File: config.mk
export PLATFORM = sky130hd
export DESIGN_NAME = line_bridge
export DESIGN_NICKNAME = d
export VERILOG_FILES = /design/src/rtl/line_bridge.sv
export SDC_FILE = /design/constraint.sdc
export NUM_CORES = 1
export LEC_CHECK = 0
export CAP_MARGIN = 20
export CORE_MARGIN = 4
export CORE_UTILIZATION = 30
export CTS_CLUSTER_SIZE = 16
export DETAILED_ROUTE_END_ITERATION = 8
export REMOVE_ABC_BUFFERS = 1
export SLEW_MARGIN = 15
export SYNTH_ARGS = -nofsm -noshare
export SYNTH_HDL_FRONTEND = slang
export SYNTH_SLANG_ARGS = --single-unit
File: constraint.sdc
create_clock -name clk -period 8.9 [get_ports clk]
set_clock_uncertainty 0.1 [all_clocks]
set_input_delay 2.67 -clock clk [delete_from_list [all_inputs] [get_ports clk]]
set_output_delay 2.67 -clock clk [all_outputs]
set_load 0.005 [all_outputs]
File: src/rtl/line_bridge.sv
// line_bridge: single-line read buffer between a CPU load/store port and a
// request/grant bus. Cached reads that hit the buffered line complete with no
// stall. Any other access stalls the CPU and is issued on the bus: cached read
// misses refill the whole line with an incrementing burst, uncached reads fetch
// a single word, and writes go straight through and invalidate a matching line.
//
// Ports
//   clk, resetn           clock, asynchronous active-low reset
//   cpu_en/wen/addr/      CPU request (wen == 0 is a read), held while stalled
//   cpu_cached/wdata
//   cpu_rdata, cpu_stall  read data and pipeline hold
//   bus_req/gnt           address-phase handshake
//   bus_wr/burst/addr/    request fields, stable while bus_req is high
//   wstrb/wdata
//   bus_rvalid/rdata      read beats, increasing address order
//   bus_bvalid            write completion pulse
//
// state | meaning
// IDLE  | serve hits combinationally, launch everything else
// REQ   | bus_req high, waiting for bus_gnt
// RDATA | collecting read beats (full line or single word)
// WRESP | waiting for write completion
// DONE  | one cycle with stall released and the requested word on cpu_rdata
module line_bridge #(
  parameter int LINE_WORDS = 4
) (
  input  logic        clk,
  input  logic        resetn,
  input  logic        cpu_en,
  input  logic [3:0]  cpu_wen,
  input  logic [31:0] cpu_addr,
  input  logic        cpu_cached,
  input  logic [31:0] cpu_wdata,
  output logic [31:0] cpu_rdata,
  output logic        cpu_stall,
  output logic        bus_req,
  input  logic        bus_gnt,
  output logic        bus_wr,
  output logic        bus_burst,
  output logic [31:0] bus_addr,
  output logic [3:0]  bus_wstrb,
  output logic [31:0] bus_wdata,
  input  logic        bus_rvalid,
  input  logic [31:0] bus_rdata,
  input  logic        bus_bvalid
);
  localparam int OFF_W   = $clog2(LINE_WORDS);
  localparam int TAG_LSB = OFF_W + 2;
  localparam int TAG_W   = 32 - TAG_LSB;
  localparam logic [OFF_W-1:0] LAST_BEAT = OFF_W'(LINE_WORDS - 1);

  typedef enum logic [2:0] {IDLE, REQ, RDATA, WRESP, DONE} state_t;
  state_t state, state_nxt;

  logic             valid;
  logic [TAG_W-1:0] tag;
  logic [31:0]      line_mem [LINE_WORDS];
  logic [OFF_W-1:0] beat;
  logic [TAG_W-1:0] rq_tag;
  logic [OFF_W-1:0] rq_off;
  logic [31:0]      done_data;

  logic [TAG_W-1:0] cpu_tag;
  logic [OFF_W-1:0] cpu_off;
  logic             cpu_rd;
  logic             hit;

  assign cpu_tag = cpu_addr[31:TAG_LSB];
  assign cpu_off = cpu_addr[TAG_LSB-1:2];
  assign cpu_rd  = (cpu_wen == 4'h0);
  assign hit     = cpu_en && cpu_rd && cpu_cached && valid && (tag == cpu_tag);

  always_ff @(posedge clk or negedge resetn) begin
    if (!resetn) state <= IDLE;
    else         state <= state_nxt;
  end

  always_comb begin
    state_nxt = state;
    cpu_stall = 1'b0;
    cpu_rdata = '0;
    bus_req   = 1'b0;
    case (state)
      IDLE: begin
        if (hit) begin
          cpu_rdata = line_mem[cpu_off];
        end else if (cpu_en) begin
          cpu_stall = 1'b1;
          state_nxt = REQ;
        end
      end
      REQ: begin
        cpu_stall = 1'b1;
        bus_req   = 1'b1;
        if (bus_gnt) state_nxt = bus_wr ? WRESP : RDATA;
      end
      RDATA: begin
        cpu_stall = 1'b1;
        if (bus_rvalid && (!bus_burst || beat == LAST_BEAT)) state_nxt = DONE;
      end
      WRESP: begin
        cpu_stall = 1'b1;
        if (bus_bvalid) state_nxt = DONE;
      end
      DONE: begin
        cpu_rdata = done_data;
        state_nxt = IDLE;
      end
      default: state_nxt = IDLE;
    endcase
  end

  // Request fields are captured once at launch so the bus sees them stable
  // for the whole address phase regardless of what the CPU does.
  always_ff @(posedge clk or negedge resetn) begin
    if (!resetn) begin
      valid     <= 1'b0;
      tag       <= '0;
      beat      <= '0;
      rq_tag    <= '0;
      rq_off    <= '0;
      done_data <= '0;
      bus_wr    <= 1'b0;
      bus_burst <= 1'b0;
      bus_addr  <= '0;
      bus_wstrb <= '0;
      bus_wdata <= '0;
    end else begin
      case (state)
        IDLE: begin
          if (cpu_en && !hit) begin
            rq_tag    <= cpu_tag;
            rq_off    <= cpu_off;
            beat      <= '0;
            done_data <= '0;
            bus_wr    <= !cpu_rd;
            bus_burst <= cpu_rd && cpu_cached;
            bus_addr  <= (cpu_rd && cpu_cached) ? {cpu_tag, {TAG_LSB{1'b0}}} : cpu_addr;
            bus_wstrb <= cpu_wen;
            bus_wdata <= cpu_wdata;
          end
        end
        RDATA: begin
          if (bus_rvalid) begin
            if (!bus_burst || beat == rq_off) done_data <= bus_rdata;
            if (bus_burst) begin
              beat <= beat + OFF_W'(1);
              // Line becomes valid on the edge that writes its last word, so
              // the access right after DONE can already hit.
              if (beat == LAST_BEAT) begin
                valid <= 1'b1;
                tag   <= rq_tag;
              end
            end
          end
        end
        WRESP: begin
          if (bus_bvalid && valid && (tag == rq_tag)) valid <= 1'b0;
        end
        default: ;
      endcase
    end
  end

  // Line storage carries no reset; valid guards it.
  always_ff @(posedge clk) begin
    if (state == RDATA && bus_rvalid && bus_burst) line_mem[beat] <= bus_rdata;
  end

endmodule

# == Yosys cells after proc, flatten, opt, wreduce, memory -nomap -nowiden ==
# Memory sizes are Yosys's and may differ from the RTL's.
# Index checks and enable logic that the tools add are counted.
# totals
in_bits,107
out_inout_bits,104
ram_bits,128
wordCells,89
reg_bits,166
memories,1
# classes
addsub,1
n_eq_ne,19
mux,29
reduce_logical,27
# mem_list
memory,depth,width,rd,rd_ports_with_merged_regs,write_ports,line_no,text
line_mem,4,32,1,0,1,57,logic [31:0] line_mem [LINE_WORDS];
# op_table
operator,count
$mux 32,4
$pmux 32 s2,2
$eq 28x28->1,2
$ne 2x2->1 const B,11
$mux 3,5
$pmux 3 s4,1
$reduce_and 4->1,3
$logic_and 1x1->1,11
$mux 1,10
$reduce_and 5->1,2
$eq 3x2->1 const B,2
$mux 2,3
$logic_not 4->1,1
$mux 4,1
$pmux 1 s2,2
$pmux 2 s2,1
$reduce_bool 2->1,2
$eq 3x1->1 const B,1
$eq 3x3->1 const B,1
$logic_not 1->1,3
$logic_not 3->1,1
$reduce_or 3->1,1
$add 2x1->2 const B,1
$eq 2x2->1,1
other kinds (3),4

# == Depth between registers and ports, before layout ==
# Gate-level depths: netlist (run 1).
# depth
depth_word,9
ltp_mapped,8
mapped_depth_nobuf,5

# == Worst setup path before layout (run 1) ==
# Ideal clock, no wire load.
# synth_path
kind,input-to-output
start,input cpu_addr[2]
end,output cpu_rdata[0]
setup_slack_ps,2000
path_buffers,2
stages,6
arrival_time_ps,4130
t_required_ps,6130
cell_sequence,clkbuf_1 -> buf_2 -> mux4_2 -> and2_1 -> nand4_1 -> a21oi_1
# synth_via
elab_chain_len,3
# synth_rtl
item,line_no,text
start: declaration,31,"input logic [31:0] cpu_addr,"
$mem_v2 4x32,n/a,
$mux 32,85,if (hit) begin
$pmux 32 s2,83,case (state)
end: declaration,34,"output logic [31:0] cpu_rdata,"
# Every way passes these cells.

# == Worst setup path after layout (run 1) ==
# layout_path
start,input cpu_wen[1]
end,output cpu_rdata[0]
# layout_via
elab_chain_len,7
# layout_rtl
item,line_no,text
start: declaration,30,"input logic [3:0] cpu_wen,"
$logic_not 4->1,70,assign cpu_rd = (cpu_wen == 4'h0);
$logic_and 1x1->1 (4 in a row),71,assign hit = cpu_en && cpu_rd && cpu_cached && valid && (tag == cpu_tag);
$mux 32,85,
$pmux 32 s2,83,
# Every way passes these cells.

==> results of run 1 <==
## sequential cells by signal, summed over array words and instances, names as in the netlist
register / count
beat: 2
done_data: 32
rq_off: 2
bus_burst: 1
bus_wstrb: 4
valid: 1
line_mem: 128
bus_wdata: 32
state: 3
bus_addr: 32
bus_wr: 1
tag: 28
## Yosys cell counts (2+ instances only)
cell type  instances  share of area
ha_1               4         0.0044
buf_2             12         0.0053
nand4_1           42          0.023
edfxtp_1         128           0.34
dfrtp_1          138           0.30
and3_1             4         0.0022
o21ai_0           37          0.016
nor4_1             2         0.0011
and2_1            33          0.018
xor2_1             5         0.0038
mux2i_1            6         0.0053
mux2_2            93          0.092
nand2_1          108          0.036
nor2_1             3        0.00099
clkbuf_1          36          0.012
mux4_2            32          0.063
a21oi_1           33          0.014
inv_1             12         0.0039
nand2b_1           4         0.0022
xnor2_1           50          0.038
nor3b_1            2         0.0013
nand3_1            3         0.0013
## per-layer routing
layer / vias to the layer above / wire [um]
met5: - / 35
met4: 8 / 428
met3: 51 / 2890
met2: 248 / 13900
met1: 3621 / 12500
li1: 3345 / -
## kinds of logic (layout without fill, tap and decap cells)
| logic type | Yosys count | after routing | synth area share |
|---|---|---|---|
| buffers and inverters | 62 | 291 | 0.0227 |
| xor gates and xnor gates | 55 | 55 | 0.0422 |
| and+or+nand+nor | 208 | 208 | 0.0927 |
| muxes | 131 | 131 | 0.160 |
| DFF | 266 | 266 | 0.640 |
| AOI/OAI and AO/OA | 80 | 80 | 0.0383 |
| adders and majority gates | 4 | 4 | 0.00439 |
## worst register-to-register path, cell delays in order (launching register included)
cell      delay (ps)
dfrtp_1          450
or2_2            630
nand3b_1         350
a31oi_4          180
buf_4            380
buf_4            820
mux2_2           520
## path summary, 6_finish.rpt
path,startpoint,endpoint,cells past startpoint
worst max-delay path,cpu_wen[1],cpu_rdata[0],8
worst min-delay path,bus_wstrb[3],bus_wstrb[3],1
worst max register to register,state[0],bus_wdata[29],6
worst min register to register,bus_wstrb[3],bus_wstrb[3],1
max in group asynchronous,resetn,bus_wdata[29],3
min in group asynchronous,resetn,bus_addr[23],1
## layout make-up
| cell class | instances | area, sq um | area share |
|---|---|---|---|
| Clock inverter | 8 | 46.3 | 0.00307 |
| Timing Repair Buffer | 223 | 2210 | 0.147 |
| Multi-Input combinational cell | 478 | 3880 | 0.258 |
| Clock buffer | 48 | 942 | 0.0626 |
| Inverter | 12 | 45.0 | 0.00299 |
| Tap cell | 511 | 639 | 0.0425 |
| Sequential cell | 266 | 7300 | 0.485 |
## through the flow
step / setup slack [ps] / instance area [sq um]
3_3_place_gp: 761 / 14000
6_report: 704 / 15100
3_5_place_dp: 695 / 14000
2_1_floorplan: -289 / 11200
5_1_grt: 572 / 15100
4_1_cts: 699 / 15000
## power groups by stage
stage / Clock [mW] / Sequential [mW] / Combinational, mW
6_report: 1.20 / 1.67 / 1.12
5_1_grt: 1.30 / 1.71 / 1.23
4_1_cts: 1.25 / 1.67 / 1.15
3_5_place_dp: 0 / 1.69 / 1.14
3_3_place_gp: 0 / 1.68 / 1.13
2_1_floorplan: 0 / 1.69 / 0.490
==> out/results.ini, run 1 <==
[power_and_ir_drop]
swShare = 0.280
power.total_mw = 3.99
combPwrFrac = 0.280
switchingPower_mw = 1.12
p_int_mw = 2.87
power_density_mw_per_mm2 = 265
clockPowerShare = 0.302
power_frac_seq = 0.418
power_leakage_nw = 5.44
vdd_drop_max_mv = 0.177

[clock_tree]
clockRootBuffer = clkbuf_16
cts_setup_buffers = 0
ctsResizeCount = 0
clkLatencyLatePin_ps = 550
cts_buffers = 30
clockBufferDepth = 3
h-tree-depth = 1
cts_tree = yes
clock-sinks = 266
hold_buffers = 0
clk_pin_slew_ps = 60

[critical_path]
crit_path_start_kind = input pin
crit_type = input pin to output pin
arrival_ps = 5430
cp_slowest_cell = clkdlybuf4s50_1
crit_top_cell = clkdlybuf4s50_1
max_stage_delay_ps = 570
required_ps = 6130
path_cells = clkdlybuf4s50_1 > nor4_2 > nand2_1 > nor3_4 > buf_4 > nand4_1 > a21oi_1 > clkdlybuf4s50_1
worst-path-buf-inv = 3
reg2reg_slack_ps = 5360
endpoint_kind = output pin
cp_max_fo = 33
crit_family = buffers and inverters

[sta]
finalMaxSlewViolations = 0
worstMarginPinSlew_ps = 1040
hold_ws_ps = 405
finalSetupViolCount = 0
fin_crit_sh = 0.921
fmax_mhz = 122
rsz0062_at_grt = false
hold_viol = 0
layout_min_cycle_time_ps = 8200
slew_headroom = 0.306
fin_tns_setup_ps = 0

[grt]
gr-usage-met2 = 0.233
grt_util_met3 = 0.0519
grt_pass1_wl_um = 46600
overflow = 0
top_usage_layer = met2
track_usage = 0.143
antenna_found_initial = 5
grt_pass1_vias = 7771
grt_max_degree = 76
globalRouteMet1Util = 0.186

[detailed_routing]
drc = 0
wl_um = 29800
wl_per_cell_um = 19.3
drt.antenna.violating_nets = 0
vias = 7273
first_pass_iters = 4
routed_via_density = 4.70
first_iter_violations = 325

[cells_and_area]
diodes = 0
nNetsFinal = 1122
fill_cells = 3585
layout_commonest_cell = clkdlybuf4s50_1
drive_gt1_frac = 0.190
fin_cells = 1546
layout_common_cells = clkdlybuf4s50_1, dfrtp_1, edfxtp_1, nand2_1, mux2_2
area_growth_pct = 32.0
fin_util = 0.401

[placed_design]
gp_congestion = 0.681
placement.io_buffers = 210
dpl.hpwl_um = 18800
place_inst = 1489

[logic_synthesis]
synth_cell_type_count = 41
synthCells = 806
synth-edff-count = 128
synthFlopType = dfrtp_1
yosysWarnings = 0
avgSynthCellArea_sq_um = 14.2
synthArstFlopShare = 0.519
ys_seq_elements = 266
synth_area_sq_mm = 0.0114
yosysSeqAreaShare = 0.640

[floorplanning]
initial_core_util = 0.304
ioPinCount = 211
dieArea_sq_mm = 0.0412
fp.dieW_um = 203
design.core.area_sq_mm = 0.0376
placementRows = 71
chipHeight_um = 203

[flow_run]
maxCapViolCount = 0

[status]
outcome = finished clean

[hold_path]
hold_class = flop to flop

Note: power is estimated with default switching activity, not from simulation.
==> inputs of run 2 (changes only) <==
Settings changed: CORE_ASPECT_RATIO set to 0.7, CORE_MARGIN 4 to not set.
==> run 2 against run 1 <==
Effect of this change: flip-flop and latch count is the same; worst setup slack gained 22 ps; critical path depth is the same; combinational power is essentially flat; via count grew 0.52%; global-route usage grew 1.1 points; die area shrank 5.8%; sequential share of layout area grew 0.20 points; total power grew 0.46%; clock power is essentially flat; highest routed layer is now met4.
==> out/results.ini, run 2 (same netlist as run 1, synthesis figures left out) <==
[critical_path]
crit_path_start = cpu_addr[30]
path_cells = clkdlybuf4s50_1 > xnor2_1 > nand4_1 > nor4_4 > buf_4 > nand4_1 > a21oi_1 > clkdlybuf4s50_1
max_stage_delay_ps = 540  ; -30 ps
required_ps = 6130  ; about the same
r2r_start = state[0]
crit_family = buffers and inverters
worst-path-buf-inv = 3  ; unchanged
cp_max_fo = 33  ; unchanged
crit_type = input pin to output pin
cp_slowest_cell = clkdlybuf4s50_1
endpoint_kind = output pin
arrival_ps = 5400  ; -30 ps
crit_path_start_kind = input pin

[sta]
layout_min_cycle_time_ps = 8170  ; -22.5 ps
hold_viol = 0  ; unchanged
fin_tns_setup_ps = 0  ; unchanged
worstMarginPinSlew_ps = 1020  ; -18.3 ps
fin_crit_sh = 0.918  ; -0.00253
slew_headroom = 0.318  ; +0.0122
fmax_mhz = 122  ; +0.28%
rsz0062_at_grt = false
finalMaxSlewViolations = 0  ; unchanged
finalSetupViolCount = 0  ; unchanged

[clock_tree]
clock-sinks = 266  ; unchanged
cts_setup_buffers = 0  ; unchanged
ctsResizeCount = 0  ; unchanged
h-tree-depth = 1  ; unchanged
clockRootBuffer = clkbuf_16
cts_tree = yes
clkLatencyLatePin_ps = 550  ; about the same
cts_buffers = 29  ; -3.3%
clockBufferDepth = 3  ; unchanged
clk_pin_slew_ps = 60  ; about the same
hold_buffers = 0  ; unchanged

[placed_design]
dpl.hpwl_um = 18800  ; about the same
placement.io_buffers = 210  ; unchanged
place_inst = 1468  ; -1.4%
gp_congestion = 0.739  ; +8.5%

[cells_and_area]
layout_commonest_cell = clkdlybuf4s50_1
layout_common_cells = clkdlybuf4s50_1, dfrtp_1, edfxtp_1, nand2_1, mux2_2
drive_gt1_frac = 0.193  ; +0.00230
diodes = 0  ; unchanged
area_growth_pct = 31.5
fin_cells = 1521  ; -1.6%
top_register = line_mem
fill_cells = 3492  ; -2.6%
nNetsFinal = 1122  ; unchanged
largest_reg_flops = 128  ; unchanged

[detailed_routing]
first_iter_violations = 482  ; +48%
drt.antenna.violating_nets = 0  ; unchanged
wl_met1_um = 14300  ; +14%
wl_met3_um = 2120  ; -27%
wl_um = 29800  ; about the same
vias = 7311  ; +0.52%
drc = 0  ; unchanged
met2_wirelength_um = 12900  ; -7.1%
highest_layer = met4
first_pass_iters = 5  ; +1
routed_via_density = 4.81  ; +2.2%
wl_per_cell_um = 19.6  ; +1.6%

[grt]
grt_max_degree = 77  ; +1.3%
track_usage = 0.154  ; +0.0105
antenna_found_initial = 0  ; -5
overflow = 0  ; unchanged
grt_pass1_vias = 7373  ; -5.1%
grt_pass1_wl_um = 45500  ; -2.3%

[power_and_ir_drop]
combPwrFrac = 0.281  ; about the same
p_int_mw = 2.87  ; -0.17%
swShare = 0.285  ; +0.00455
vdd_drop_max_mv = 0.156  ; -12%
power_frac_seq = 0.416  ; -0.002
clockPowerShare = 0.303  ; about the same
power_leakage_nw = 5.42  ; -0.41%
power_density_mw_per_mm2 = 267  ; +0.87%
switchingPower_mw = 1.14  ; +2.1%

[hold_path]
hold_path.startpoint = bus_wdata[11]
hold_class = flop to flop

[floorplanning]
ioPinCount = 211  ; unchanged
dieArea_sq_mm = 0.0388  ; -5.8%
fp.dieW_um = 235  ; +16%
placementRows = 59  ; -17%
initial_core_util = 0.306  ; +0.00243
design.core.area_sq_mm = 0.0373  ; -0.79%
chipHeight_um = 165  ; -19%

[flow_run]
maxCapViolCount = 0  ; unchanged

[status]
outcome = finished clean

==> run 2: cell types whose count changed in the layout (fill, tap and decap cells not counted), moves of 2 or more <==
cell        before  now
clkinvlp_4       0    2
bufinv_16        0    4
clkbuf_1         9    4
clkinvlp_2       0    2
clkbuf_8         6    1
clkbuf_16       33   29
clkinv_2         5    8
==> run 2: routing by layer <==
| metal | up-vias | track usage |
|---|---|---|
| li1 | 3343 | - |
| met1 | 3684 | 0.226 |
| met2 | 251 | 0.230 |
| met3 | 33 | 0.0392 |
| met4 | 0 | 0.0281 |
| met5 | - | 0 |
==> run 2: worst reg2reg max path: cells and delay by family (launching register included) <==
kind | cells | cell delay [ps]
muxes | 1 | 480
DFF | 1 | 450
and+or+nand+nor | 2 | 990
AOI/OAI and AO/OA | 1 | 170
buffers and inverters | 2 | 1310
==> run 2: stage by stage <==
stage	setup WS, ps	hold WS, ps	cell area, sq um	util	total power [mW]
2_1_floorplan	-289	401	11200	-	2.18
3_3_place_gp	746	389	14000	0.377	2.81
3_5_place_dp	785	394	14000	0.377	2.83
4_1_cts	757	408	15000	0.402	4.07
5_1_grt	602	422	15000	0.402	4.22
6_report	727	402	15000	0.402	4.01
==> run 2: layout make-up <==
type,count,area [sq um],area share
clock buffer,34,754,0.0503
clock inverter,19,201,0.0134
inverter,12,45.0,0.00300
multi-input combinational,478,3880,0.259
sequential,266,7300,0.487
tap,488,611,0.0407
timing repair buffer,224,2210,0.147
==> run 2: power groups by stage <==
stage	clock (mW)	sequential (mW)	combinational, mW
3_3_place_gp	0	1.68	1.13
4_1_cts	1.25	1.67	1.15
3_5_place_dp	0	1.69	1.14
6_report	1.22	1.67	1.12
2_1_floorplan	0	1.69	0.490
5_1_grt	1.30	1.70	1.22
==> run 2: worst paths after layout <==
path / end / slack (ps) / depth (start not counted)
min in group asynchronous: bus_wdata[7] / 2030 / 1
min reg2reg: bus_wdata[11] / 400 / 1
max reg2reg: bus_wdata[29] / 5300 / 6
min: bus_wdata[11] / 400 / 1
max: cpu_rdata[4] / 730 / 8
max in group asynchronous: bus_addr[14] / 5160 / 2
==> inputs of run 3 (changes only) <==
Settings changed: CORE_UTILIZATION 30 to 40.
==> run 3 against run 2 <==
Effect of this change: global-route usage increased by 4.6 points; flip-flop and latch count did not move; critical path type unchanged; largest power group unchanged; non-clock buffer count is 1 higher; clock-buffer cell count is 2 higher; worst hold slack better by 4.3 ps; fmax fell by 0.37%; highest routed layer unchanged; combinational power about the same; worst setup slack worse by 31 ps; core utilization is 13 points higher; sequential power barely moved; final cell count shrank 8.0%; register-to-register slack worse by 110 ps.
==> out/results.ini, run 3 (same netlist as run 1, synthesis figures left out) <==
[cells_and_area]
diodes = 0  ; unchanged
area_growth_pct = 30.5
fill_cells = 2406  ; -31%
seqCellArea_sq_mm = 0.00730  ; unchanged
fin_cells = 1400  ; -8.0%
nNetsFinal = 1121  ; -0.089%
layout_common_cells = clkdlybuf4s50_1, dfrtp_1, edfxtp_1, nand2_1, mux2_2
multi_input_area_sq_mm = 0.00387  ; about the same
top_register = line_mem
drive_gt1_frac = 0.189  ; -0.00411
layout_commonest_cell = clkdlybuf4s50_1
largest_reg_flops = 128  ; unchanged
fin_area_sq_mm = 0.0149  ; -0.69%

[grt]
grt_max_degree = 100  ; +30%
grt_pass1_vias = 7536  ; +2.2%
antenna_found_initial = 0  ; unchanged
overflow = 0  ; unchanged
grt_pass1_wl_um = 44800  ; -1.6%
track_usage = 0.200  ; +0.0458

[sta]
fmax_mhz = 122  ; -0.37%
finalMaxSlewViolations = 0  ; unchanged
slew_headroom = 0.349  ; +0.0307
fin_crit_sh = 0.922  ; +0.00345
rsz0062_at_grt = false
hold_ws_ps = 406  ; +4.28 ps
hold_viol = 0  ; unchanged
worstMarginPinSlew_ps = 977  ; -46.0 ps
layout_min_cycle_time_ps = 8200  ; +30.7 ps
finalSetupViolCount = 0  ; unchanged

[floorplanning]
fp.dieW_um = 204  ; -13%
initial_core_util = 0.408  ; +0.102
dieArea_sq_mm = 0.0292  ; -25%
design.core.area_sq_mm = 0.0279  ; -25%
ioPinCount = 211  ; unchanged
chipHeight_um = 143  ; -13%
placementRows = 51  ; -14%

[power_and_ir_drop]
power_leakage_nw = 5.44  ; +0.51%
switchingPower_mw = 1.12  ; -2.2%
p_int_mw = 2.92  ; +1.9%
swShare = 0.277  ; -0.00836
power_density_mw_per_mm2 = 271  ; +1.4%
vdd_drop_max_mv = 0.159  ; +2.2%
clockPowerShare = 0.310  ; +0.007
combPwrFrac = 0.276  ; -0.005
power_frac_seq = 0.413  ; -0.003

[flow_run]
maxCapViolCount = 0  ; unchanged

[detailed_routing]
wl_met3_um = 2200  ; +3.9%
drt.antenna.violating_nets = 0  ; unchanged
wl_met1_um = 13800  ; -3.7%
routed_via_density = 5.20  ; +8.1%
vias = 7276  ; -0.48%
wl_per_cell_um = 20.5  ; +4.4%
highest_layer = met4
first_pass_iters = 4  ; -1
wl_um = 28600  ; -3.9%
first_iter_violations = 427  ; -11%
met2_wirelength_um = 12200  ; -5.5%
drc = 0  ; unchanged

[critical_path]
required_ps = 6130  ; about the same
path_cells = clkdlybuf4s50_1 > xnor2_1 > nand4_1 > nor4_4 > buf_4 > nand4_1 > a21oi_1 > clkdlybuf4s50_1
crit_type = input pin to output pin
cp_slowest_cell = clkdlybuf4s50_1
crit_path_start_kind = input pin
endpoint_kind = output pin
arrival_ps = 5430  ; +30 ps
max_stage_delay_ps = 580  ; +40 ps
cp_max_fo = 33  ; unchanged
worst-path-buf-inv = 3  ; unchanged
crit_family = buffers and inverters

[clock_tree]
clk_pin_slew_ps = 60  ; about the same
cts_setup_buffers = 0  ; unchanged
clockBufferDepth = 3  ; unchanged
clkLatencyLatePin_ps = 520  ; -30 ps
ctsResizeCount = 0  ; unchanged
hold_buffers = 0  ; unchanged
clockRootBuffer = clkbuf_16
clock-sinks = 266  ; unchanged
cts_buffers = 27  ; -6.9%
cts_tree = yes
h-tree-depth = 1  ; unchanged

[placed_design]
gp_congestion = 0.731  ; -1.1%
placement.io_buffers = 210  ; unchanged
place_inst = 1351  ; -8.0%
dpl_cell_area_sq_mm = 0.0139  ; -1.1%
dpl.hpwl_um = 17500  ; -6.9%

[status]
outcome = finished clean

[hold_path]
hold_class = flop to flop

[run 3: cell types whose count changed in the layout (fill, tap and decap cells not counted), moves of 2 or more]
cell / before / now
clkinvlp_4: 2 / 0
clkinv_2: 8 / 4
clkbuf_1: 4 / 6
bufinv_16: 4 / 6
clkinvlp_2: 2 / 0
[run 3: layout make-up]
cell class | instances | area share
clock buffers | 36 | 0.0512
clock inverters | 12 | 0.0143
inverters | 12 | 0.00302
multi-input cells | 478 | 0.260
flip-flops and latches | 266 | 0.490
well taps | 371 | 0.0312
repair buffers | 225 | 0.150
[run 3: per-layer routing]
layer,GRT usage,vias to the layer above
met5,0,-
met4,0.0344,0
met3,0.0508,33
met2,0.295,226
met1,0.299,3668
li1,-,3349
[run 3: worst paths after layout]
path,startpoint,to,slack (ps),cells after the start
setup / recovery,cpu_addr[11],cpu_rdata[0],700,8
hold / removal,bus_wstrb[0],bus_wstrb[0],410,1
setup reg to reg,state[0],bus_wstrb[1],5190,6
hold reg to reg,bus_wstrb[0],bus_wstrb[0],410,1
max in group asynchronous,resetn,bus_addr[9],5830,2
min in group asynchronous,resetn,bus_wdata[29],1950,1
[run 3: per-stage QoR]
| stage | setup TNS [ps] | worst slack [ps] | util | power [mW] |
|---|---|---|---|---|
| after CTS | 0 | 757 | 0.532 | 4.08 |
| after floorplan | -289 | -289 | - | 2.18 |
| final | 0 | 696 | 0.533 | 4.04 |
| after global placement | 0 | 811 | 0.497 | 2.81 |
| after global routing | 0 | 547 | 0.533 | 4.24 |
| after detailed placement | 0 | 765 | 0.497 | 2.82 |
[run 3: power groups by stage]
stage | Clock [mW] | Combinational (mW) | Sequential, mW
floorplan | 0 | 0.490 | 1.69
global placement | 0 | 1.12 | 1.68
detailed placement | 0 | 1.12 | 1.69
CTS | 1.28 | 1.13 | 1.67
global route | 1.32 | 1.22 | 1.70
finish | 1.25 | 1.12 | 1.67
